--- src/rtl/rr_arb_mux.sv ---
// N-channel, W-bit arbitrating multiplexer with valid/ready handshakes on every channel.
// Supports round-robin, fixed-priority and direct-select arbitration, with a one-deep registered output.
module rr_arb_mux #(
  parameter int N = 8,
  parameter int W = 32,
  localparam int SELW = $clog2(N)
) (
  input  logic            clk,
  input  logic            rst,
  input  logic [1:0]      mode,
  input  logic [SELW-1:0] sel,
  input  logic [N*W-1:0]  in_data,
  input  logic [N-1:0]    in_valid,
  output logic [N-1:0]    in_ready,
  output logic [W-1:0]    out_data,
  output logic [SELW-1:0] out_src,
  output logic            out_valid,
  input  logic            out_ready
);

  typedef enum logic [1:0] {
    MODE_RR         = 2'b00,
    MODE_FIXED      = 2'b01,
    MODE_DIRECT     = 2'b10,
    MODE_DIRECT_ALT = 2'b11
  } mode_e;

  mode_e           mode_sel;
  logic [SELW-1:0] rr_ptr;
  logic            load;
  logic [N-1:0]    hi_mask;
  logic [N-1:0]    cand;
  logic            gnt_any;
  logic [SELW-1:0] gnt_idx;
  logic [N-1:0]    gnt_oh;
  logic [W-1:0]    gnt_data;
  logic [SELW-1:0] nxt_ptr;

  assign mode_sel = mode_e'(mode);
  assign load     = !out_valid || out_ready;

  // Round-robin: prefer requesters at or above rr_ptr, else wrap to the lowest requester.
  always_comb begin
    // NOTE: every output of this block is defaulted first so no path leaves one unassigned (no latch).
    hi_mask  = '0;
    cand     = '0;
    gnt_idx  = '0;
    gnt_oh   = '0;
    gnt_data = '0;
    case (mode_sel)
      MODE_RR: begin
        for (int i = 0; i < N; i++) hi_mask[i] = (i >= int'(rr_ptr));
        cand = ((in_valid & hi_mask) != '0) ? (in_valid & hi_mask) : in_valid;
      end
      MODE_FIXED: cand = in_valid;
      default: begin
        // An out-of-range sel matches no channel, so it never grants.
        for (int i = 0; i < N; i++) cand[i] = in_valid[i] && (sel == SELW'(i));
      end
    endcase
    // Descending scan: the last hit written is the lowest-indexed candidate.
    for (int i = N - 1; i >= 0; i--) begin
      if (cand[i]) begin
        gnt_idx   = SELW'(i);
        gnt_oh    = '0;
        gnt_oh[i] = 1'b1;
        gnt_data  = in_data[i*W +: W];
      end
    end
    gnt_any = |cand;
  end

  assign in_ready = (!rst && load && gnt_any) ? gnt_oh : '0;
  assign nxt_ptr  = (gnt_idx == SELW'(N - 1)) ? '0 : gnt_idx + SELW'(1);

  always_ff @(posedge clk) begin
    // NOTE: sequential state uses non-blocking assignments so all registers update from pre-edge values.
    if (rst) begin
      out_valid <= 1'b0;
      out_data  <= '0;
      out_src   <= '0;
      rr_ptr    <= '0;
    end else if (load) begin
      if (gnt_any) begin
        out_data  <= gnt_data;
        out_src   <= gnt_idx;
        out_valid <= 1'b1;
        if (mode_sel == MODE_RR) rr_ptr <= nxt_ptr;
      end else begin
        out_valid <= 1'b0;
      end
    end
  end

endmodule

--- config.mk ---
export PLATFORM = sky130hd
export DESIGN_NAME = rr_arb_mux
export DESIGN_NICKNAME = d
export VERILOG_FILES = /design/src/rtl/rr_arb_mux.sv
export SDC_FILE = /design/constraint.sdc
export NUM_CORES = 1
export LEC_CHECK = 0
export BUFFER_PORTS_ARGS = -buffer_cell sky130_fd_sc_hd__buf_2
export CORE_AREA = 2 2 122 124
export DETAILED_ROUTE_END_ITERATION = 16
export DIE_AREA = 0 0 124 126
export PLACE_DENSITY_LB_ADDON = 0.2
export SLEW_MARGIN = 20
export SYNTH_ARGS = -nofsm -noshare
export SYNTH_HDL_FRONTEND = slang
export SYNTH_SLANG_ARGS = --single-unit
--- constraint.sdc ---
create_clock -name clk -period 5.4 [get_ports clk]
set_input_delay 0.27 -clock clk [delete_from_list [all_inputs] [get_ports clk]]
set_output_delay 0.27 -clock clk [all_outputs]
set_load 0.03 [all_outputs]
==> flow_summary_export.csv <==
group,metric,value,unit
routing,first_pass_iters,5,
clock_network,h-tree-depth,2,
clock_network,cts_setup_buffers,0,
synthesis,yosysWarningCount,0,
floorplan,die_x,124,microns
synthesis,synth_seq_cells,39,
synthesis,syn-cell-area,3950,sq um
clock_network,cts_tree,"built",
clock_network,numClockSinks,39,
placed_design,gp_congestion,0.846,
floorplan,die_area,15600,sq um
synthesis,synth_ff_type,"dfxtp_1",
synthesis,synth_cell_types,53,
pwr,p_leak,2.66,nW
synthesis,synthesis.nets,843,
synthesis,async_flop_share,0,%
placed_design,dp_hpwl,14500,microns
timing,finClkSkew,0.00801,ns
global_route,antenna_found_initial,0,
critical_path,path_class,"flop to flop",
layout,nFillCells,1619,
layout,finalNonFillerCells,1022,
pwr,max-vdd-ir-drop,111,uV
placed_design,post-place-ws,1.86,ns
clock_network,cts_resized,0,
critical_path,worstSetupStartpointType,"flop",
clock_network,clkSlewWorstSetupHoldPaths,0.06,ns
global_route,grt_pass1_vias,5104,
synthesis,ys_seq_area_share,19.8,%
pwr,fin_total_pwr,1.18,mW
floorplan,io_pins,316,
timing,fin_setup_tns,0,ns
routing,first_iter_violations,371,
critical_path,worstPathRequired,5.58,ns
layout,flow.area_growth_from_synthesis,45.6,%
synthesis,synth_edf_count,0,
clock_network,clk_latency,0.28,ns
timing,slew-limit-headroom,32.0,%
timing,period_minus_slack,3.60,ns
routing,wire_per_inst,19.0,microns
floorplan,initial_core_util,27.6,%
critical_path,endpoint_kind,"flop",
layout,drive_above_1_share,41.3,%
routing,drc,0,
global_route,grt_max_degree,43,
critical_path,slowest_delay,0.82,ns
synthesis,yosys.area.top_type,"dfxtp_1",
layout,mostFrequentLayoutCells,"315 x buf_2, 78 x nor2_1, 73 x o21ai_0",
status,status,"completed",
floorplan,die_h,126,microns
routing,num_vias,5637,
clock_network,numCtsBuffers,5,
clock_network,cts_max_path_buffers,2,
layout,n_antenna_cell,0,
critical_path,crit_fanout,40,
hold_path,hp-class,"primary input to flop",
critical_path,arrival,3.77,ns
layout,final_common_cell,"buf_2",
critical_path,crit_chain,"nand2b_1 > a311oi_2 > or3_1 > o211ai_1 > a211oi_4 > a41oi_4 > buf_4 > nor2_1 > a311oi_1",
timing,rsz0062_at_grt,"false",
layout,fin_util,40.2,%
routing,totalWireLength,19400,microns
critical_path,critPathSlowestCell,"a41oi_4",
timing,finalMaxSlewViolations,0,
routing,drt-vias-per-instance,5.52,
clock_network,cts-root-buf,"clkbuf_16",
placed_design,io_buffers,315,
clock_network,hold_buffers,0,
timing,fmax,278,MHz
timing,setup_viol,0,
global_route,grt_first_pass_wirelength,28500,microns
timing,final_hold_viol_count,0,
pwr,power_density,205,nW/um^2
floorplan,std_cell_rows,44,
timing,min_period_over_period,66.6,%
synthesis,yosys-top-cells-area,"dfxtp_1 20%, a311oi_1 14%, o21ai_0 9.2%",
placed_design,dp.cells,1014,
timing,worst_pin_slew,1.02,ns
synthesis,avgSynthCellArea,6.95,sq um
global_route,grt_overflow,0,
synthesis,synth_top_area_share,19.8,%
layout,fin_nets,1111,
routing,final_antenna_net_count,0,
job,drv_cap,0,
timing,setup_slack,1.80,ns
global_route,grtUsageTotal,23.6,%
floorplan,fp.coreArea,14300,sq um
synthesis,netlist_instances,569,
where the power goes:
group          total [mW]  internal, mW  switching (mW)
clock               0.287         0.171           0.116
combinational       0.550         0.221           0.329
sequential          0.343         0.324          0.0196
layer usage:
layer / up-vias / part of all wire (%) / track usage [%] / wire [microns]
met5: - / 0 / 0 / 0
met4: 0 / 1.2 / 4.63 / 227
met3: 20 / 6.9 / 4.71 / 1350
met2: 244 / 48 / 39.9 / 9280
met1: 2646 / 44 / 31.0 / 8560
li1: 2727 / - / - / -
sequential cells by signal, summed over array words and instances, names as in the netlist:
name,count
out_data,32
out_src,3
out_valid,1
rr_ptr,3
cell families after synthesis:
family / count (synthesis) / synth area share [%]
AO/OA/AOI/OAI: 233 / 45.0
AND/OR/NAND/NOR: 226 / 26.7
buffers and inverters: 68 / 7.57
flip-flops: 39 / 19.8
adder cells (fa/ha/maj): 2 / 0.633
multiplexers: 1 / 0.253
metrics by stage:
stage / hold slack [ns] / area [sq um]
after global placement: 0.450 / 5620
after detailed placement: 0.454 / 5620
final: 0.363 / 5760
after floorplan: 0.516 / 3950
after CTS: 0.361 / 5750
after global routing: 0.377 / 5760
synthesized netlist by cell type, types with 4 or more instances:
master / instances
nor2b_1: 4
nand2_1: 48
a311oi_1: 63
nand3_1: 38
nor2_1: 78
clkbuf_1: 51
buf_2: 8
a221oi_1: 32
buf_6: 4
and3_1: 4
nor3_1: 7
o21ai_0: 73
a2bb2oi_1: 32
a21oi_1: 7
and2_1: 33
dfxtp_1: 39
worst paths after layout:
kind / start / endpoint / slack (ns) / cells past startpoint
worst max-delay path: rr_ptr[1] / out_data[26] / 1.80 / 9
worst min-delay path: in_data[4] / out_data[4] / 0.36 / 3
worst min register to register: out_src[0] / out_src[0] / 0.47 / 2
worst max register to register: rr_ptr[1] / out_data[26] / 1.80 / 9
final cells by class:
class	instances	area, sq um	area share, %
timing repair buffer	326	1660	28.8
multi-input combinational	462	2940	51.0
clock inverter	1	5.00	0.0870
sequential	39	781	13.6
tap	184	230	4.00
clock buffer	7	133	2.30
inverter	3	11.3	0.196
critical path: cells and delay by family (launching register included):
kind	cells	cell delay (ns)
AO/OA/AOI/OAI	5	1.70
AND/OR/NAND/NOR	3	0.75
buffers and inverters	1	0.51
flip-flops	1	0.49
Note: power is estimated with default switching activity, not from simulation.
